### src/rtl/ni_out_buffer_mc.sv
// Multi-channel credit-based NI output buffer. It keeps one flit FIFO and one
// credit counter per virtual channel. A round-robin arbiter, with optional
// per-packet locking, drives one registered NoC link.
module ni_out_buffer_mc #(
    parameter int FLIT_WIDTH  = 80,
    parameter int NUM_CH      = 2,
    parameter int LOG_NUM_CH  = 1,
    parameter int DEPTH       = 4,
    parameter int LOG_DEPTH   = 2,
    parameter int CREDITS     = 4,
    parameter int LOG_CREDITS = 3,
    parameter int TAIL_BIT    = 0,
    parameter int PKT_LOCK    = 1
) (
    input  logic                  clk,
    input  logic                  rst,
    input  logic [FLIT_WIDTH-1:0] data_in,
    input  logic                  write,
    input  logic [LOG_NUM_CH-1:0] ch_in,
    output logic [NUM_CH-1:0]     full,
    output logic [FLIT_WIDTH-1:0] FLIT_out,
    output logic                  VALID_out,
    output logic [LOG_NUM_CH-1:0] CH_out,
    input  logic [NUM_CH-1:0]     CREDIT_in,
    output logic                  credit_err
);

    localparam logic [LOG_DEPTH:0]     DEPTH_C   = (LOG_DEPTH+1)'(DEPTH);
    localparam logic [LOG_DEPTH-1:0]   LAST_SLOT = LOG_DEPTH'(DEPTH-1);
    localparam logic [LOG_CREDITS-1:0] CREDITS_C = LOG_CREDITS'(CREDITS);
    localparam logic [LOG_NUM_CH-1:0]  LAST_CH   = LOG_NUM_CH'(NUM_CH-1);

    logic [FLIT_WIDTH-1:0]  mem     [NUM_CH][DEPTH];
    logic [LOG_DEPTH-1:0]   wr_ptr  [NUM_CH];
    logic [LOG_DEPTH-1:0]   rd_ptr  [NUM_CH];
    logic [LOG_DEPTH:0]     count   [NUM_CH];
    logic [LOG_CREDITS-1:0] credits [NUM_CH];

    logic [LOG_NUM_CH-1:0]  rr_ptr;
    logic [LOG_NUM_CH-1:0]  lock_ch;
    logic                   locked;

    logic [NUM_CH-1:0]      wr_en;
    logic [NUM_CH-1:0]      eligible;
    logic [NUM_CH-1:0]      pop;
    logic                   gnt_vld_p0;
    logic [LOG_NUM_CH-1:0]  gnt_ch_p0;
    logic [FLIT_WIDTH-1:0]  head_p0;

    // Advance a FIFO pointer, wrapping at DEPTH-1 so that non-power-of-2 depths work.
    function automatic logic [LOG_DEPTH-1:0] ptr_inc(input logic [LOG_DEPTH-1:0] p);
        if (p == LAST_SLOT)
            return '0;
        return p + 1'b1;
    endfunction

    // Per-channel status: full flag, write acceptance and arbitration eligibility.
    always_comb begin
        for (int c = 0; c < NUM_CH; c++) begin
            full[c]     = (count[c] == DEPTH_C);
            wr_en[c]    = write && (ch_in == LOG_NUM_CH'(c)) && (count[c] != DEPTH_C);
            eligible[c] = (count[c] != '0) && (credits[c] != '0) &&
                          ((PKT_LOCK == 0) || !locked || (lock_ch == LOG_NUM_CH'(c)));
        end
    end

    // Round-robin grant: search starts one past the last granted channel.
    always_comb begin
        int idx;
        idx        = 0;
        gnt_vld_p0 = 1'b0;
        gnt_ch_p0  = '0;
        for (int i = 1; i <= NUM_CH; i++) begin
            idx = int'(rr_ptr) + i;
            if (idx >= NUM_CH)
                idx = idx - NUM_CH;
            if (!gnt_vld_p0 && eligible[idx]) begin
                gnt_vld_p0 = 1'b1;
                gnt_ch_p0  = LOG_NUM_CH'(idx);
            end
        end
    end

    // Head flit of the granted channel and the per-channel pop strobes.
    always_comb begin
        head_p0 = mem[gnt_ch_p0][rd_ptr[gnt_ch_p0]];
        for (int c = 0; c < NUM_CH; c++)
            pop[c] = gnt_vld_p0 && (gnt_ch_p0 == LOG_NUM_CH'(c));
    end

    // FIFO storage. Data is not reset; the pointers and counts decide what is valid.
    always_ff @(posedge clk) begin
        for (int c = 0; c < NUM_CH; c++)
            if (wr_en[c])
                mem[c][wr_ptr[c]] <= data_in;
    end

    // FIFO pointers and occupancy. A write and a pop in one cycle leave the count unchanged.
    always_ff @(posedge clk) begin
        if (!rst) begin
            for (int c = 0; c < NUM_CH; c++) begin
                wr_ptr[c] <= '0;
                rd_ptr[c] <= '0;
                count[c]  <= '0;
            end
        end else begin
            for (int c = 0; c < NUM_CH; c++) begin
                if (wr_en[c])
                    wr_ptr[c] <= ptr_inc(wr_ptr[c]);
                if (pop[c])
                    rd_ptr[c] <= ptr_inc(rd_ptr[c]);
                case ({wr_en[c], pop[c]})
                    2'b10:   count[c] <= count[c] + 1'b1;
                    2'b01:   count[c] <= count[c] - 1'b1;
                    default: count[c] <= count[c];
                endcase
            end
        end
    end

    // Credit counters: -1 per sent flit, +1 per returned credit, saturating with a sticky error.
    always_ff @(posedge clk) begin
        if (!rst) begin
            for (int c = 0; c < NUM_CH; c++)
                credits[c] <= CREDITS_C;
            credit_err <= 1'b0;
        end else begin
            for (int c = 0; c < NUM_CH; c++) begin
                case ({pop[c], CREDIT_in[c]})
                    2'b10: credits[c] <= credits[c] - 1'b1;
                    2'b01: begin
                        if (credits[c] == CREDITS_C)
                            credit_err <= 1'b1;
                        else
                            credits[c] <= credits[c] + 1'b1;
                    end
                    default: credits[c] <= credits[c];
                endcase
            end
        end
    end

    // ---- stage boundary: arbitration result registered onto the link ----
    // Link output register plus the round-robin pointer and packet lock state.
    always_ff @(posedge clk) begin
        if (!rst) begin
            rr_ptr    <= LAST_CH;
            locked    <= 1'b0;
            lock_ch   <= '0;
            VALID_out <= 1'b0;
            FLIT_out  <= '0;
            CH_out    <= '0;
        end else begin
            VALID_out <= gnt_vld_p0;
            if (gnt_vld_p0) begin
                FLIT_out <= head_p0;
                CH_out   <= gnt_ch_p0;
                rr_ptr   <= gnt_ch_p0;
                if (PKT_LOCK != 0) begin
                    locked  <= !head_p0[TAIL_BIT];
                    lock_ch <= gnt_ch_p0;
                end
            end
        end
    end

endmodule
### config.mk
export PLATFORM = sky130hd
export DESIGN_NAME = ni_out_buffer_mc
export DESIGN_NICKNAME = d
export VERILOG_FILES = /design/src/rtl/ni_out_buffer_mc.sv
export SDC_FILE = /design/constraint.sdc
export NUM_CORES = 1
export LEC_CHECK = 0
export BUFFER_PORTS_ARGS = -buffer_cell sky130_fd_sc_hd__buf_4
export CAP_MARGIN = 10
export CORE_MARGIN = 2
export CORE_UTILIZATION = 60
export CTS_CLUSTER_DIAMETER = 100
export DETAILED_ROUTE_END_ITERATION = 10
export PLACE_DENSITY_LB_ADDON = 0.25
export SLEW_MARGIN = 20
export SYNTH_ARGS = -nofsm -noshare
export SYNTH_HDL_FRONTEND = slang
export SYNTH_SLANG_ARGS = --single-unit
### constraint.sdc
create_clock -name clk -period 4.5 [get_ports clk]
set_input_delay 0.45 -clock clk [delete_from_list [all_inputs] [get_ports clk]]
set_output_delay 0.45 -clock clk [all_outputs]
set_load 0.01 [all_outputs]
==> metrics.md <==
| Metric | Value |
|---|---|
| Status | finished, final reports clean |
| Setup TNS | 0 ns |
| CP required | ~4.8 ns |
| Worst Setup Start Kind | flop |
| Ratio of cells with drive above 1 in the final layout | 0.315 |
| Total power | 20.4 mW |
| Total Wirelength | between 50000 and 60000 um |
| Number of max-cap violations | 0 |
| Synth Flop Type | edfxtp_1 |
| Syn_area_per_cell | 22.0 um2 |
| Fin area | 32500 um2 |
| Via count | 13200 |
| Clock skew | between 0.01 and 0.015 ns |
| Total GRT Usage | 0.245 |
| CTS Root Cell | clkbuf_16 |
| Post-CTS Setup Repair Bufs | 0 |
| IO Pins | around 170 |
| Seq/Total Area, Yosys | 0.771 |
| Final setup violation count | 0 |
| Critical path type | reg2reg |
| Post-CTS sizing | 0 |
| Pwr Density | 628 nW/um2 |
| CTS tree | built |
| Level count of the clock H-tree | 3 |
| Die W | 220 um |
| Slew @ Worst Pin | 1.09 ns |
| Peak VDD IR | 0.451 mV |
| Post-DRT Antenna Nets | 0 |
| Leakage power | between 10 and 15 nW |
| Max_slew headroom | 0.272 |
| GRT Residual Overflow | 0 |
| Layout Area Growth over Synthesis | 16.4% |
| Inst Count DP | 2009 |
| Top cells by count, synth | edfxtp_1, mux4_2, dfxtp_1 |
| Most common cell in the netlist | edfxtp_1 |
| Post-synth top area share | 0.710 |
| Peak Freq | roughly 0.28 GHz |
| Largest net degree at the start of global routing | 67 |
| First-pass GRT wire length | 85000 um |
| HPWL Detailed | 30300 um |
| Drt via density | 6.16 |
| Clk Latency, worst-skew pair | 0.60 ns |
| Number of synthesized register bits | ~750 |
| Vias in the first global route | 13700 |
| CTS max path bufs | 3 |
| DR pass1 iterations | 5 |
| Syn Nets | 1381 |
| FP Rows | 79 |
| NumNets Final | approximately 1600 |
| Clock-pin slew on the worst setup and hold paths | about 0.060 ns |
| Die Area | around 48000 um2 |
| Post-synth top area cell | edfxtp_1 |
| Residual DRC count | 0 |
| Number of hold violations in the final report | 0 |
| DR iter-0 viols | 1332 |
| Post-synth cell types | 40 |
| CP endpoint kind | flop |
| Critical path arrival | a little under 4 ns |
| Routability cong. | 0.732 |
| Minimum clock period | 3.54 ns |
| Die Y | 220 um |
| Clock Sinks | 745 |
| RSZ-0062 raised after global routing | no |
| Slew Viols, Final | 0 |
| Number of synthesized flops with an enable pin | 660 |
| Cell Area, Synth | 27900 um2 |
| WHS Path Cells | 1 |
| Asr flop ratio synth | 0 |
| Tcrit/Tclk final | 0.786 |
| Starting Density | 0.603 |
| # port buffers | between 150 and 200 |
| Worst-path fanout max | 7 |
| Avg WL per Cell | 26.8 um |
| Initial antenna violation count | 5 |
| Synth area leaders | edfxtp_1, mux4_2, dfxtp_1 |
| Hold WC Path Type | in2reg |
| Total CTS buffers | 72 |
| Synth warn | 0 |
| DP Area | roughly 30000 um2 |
| Non-filler cells, final | 2144 |
| WHS | 0.0816 ns |
| Cell count after synthesis | 1269 |
| Post-CTS Hold Buffers | 0 |
| Worst R2R Path Depth | 8 |
| Total core area | 46300 um2 |
[logic make-up after synthesis]
family                   synth area share
flip-flops                          0.771
multiplexers                        0.159
AO/OA/AOI/OAI                      0.0320
buffers and inverters              0.0159
AND/OR/NAND/NOR                   0.00959
adder cells (fa/ha/maj)            0.0122
XOR/XNOR                         0.000628
[power breakdown]
part	internal [mW]	switching, mW	total, mW
clock network	3.74	2.50	6.24
registers	8.27	0.427	8.69
logic	2.61	2.86	5.47
total	14.6	5.79	20.4
[worst max-delay path: stages (launching register included)]
cell	delay, ns
edfxtp_1	0.42
and3_1	0.22
nor3b_1	0.76
inv_1	0.21
ha_1	0.37
o41ai_1	0.72
nor3_1	0.18
a221oi_1	0.33
a31oi_1	0.06
[routing by layer]
metal,vias up,share of wire,track usage
met3,81,0.063,0.0512
met5,-,0.00073,0
met1,6956,0.41,0.332
met2,442,0.51,0.404
met4,6,0.023,0.0817
li1,5715,-,-
[path summary, 6_finish.rpt]
check          startpoint      endpoint  slack (ns)
max           count[0][2]   count[1][2]        0.96
min           data_in[48]   mem[1][128]        0.08
max reg2reg   count[0][2]   count[1][2]        0.96
min reg2reg  FLIT_out[75]  FLIT_out[75]        0.46
[per-stage QoR]
stage,utilization,setup slack (ns)
after floorplan,-,1.05
final,0.703,0.963
after global placement,0.649,1.25
after detailed placement,0.649,1.00
after global routing,0.703,0.676
after CTS,0.702,0.980
[state kept, by name, indices dropped and copies added, names as in the netlist]
name        count
FLIT_out       80
rd_ptr          4
rr_ptr          1
mem           640
credit_err      1
count           6
credits         6
lock_ch         1
VALID_out       1
wr_ptr          4
locked          1
[area by class of cell]
class	instances	area (um2)
clock inverters	39	435
multi-input cells	434	5990
flip-flops and latches	745	21500
repair buffers	197	1640
clock buffers	94	2050
inverters	26	97.6
well taps	607	759
diodes	2	5.00
fillers	2750	13800
[placed cells by master (no fill, tap or decap), types with 2 or more instances in the layout]
master and n:
fa_1 2, a21oi_1 5, bufinv_16 9, buf_12 13, nand2b_1 2, inv_1 26
buf_4 184, nor3b_1 5, xor2_1 2, o2bb2ai_1 79, nand2_1 11, diode_2 2
clkbuf_16 78, nand3_1 3, o221ai_1 2, and2_4 8, mux4_2 160, clkinv_4 2
nor2_1 12, clkbuf_8 4, mux2i_1 81, a31oi_1 2, dfxtp_1 85, clkinv_1 9
clkinvlp_4 3, edfxtp_1 660, clkbuf_1 12, o21ai_0 11, nor3_1 8, clkinv_2 15
ha_1 24
Power figures use the tool's default switching activity.
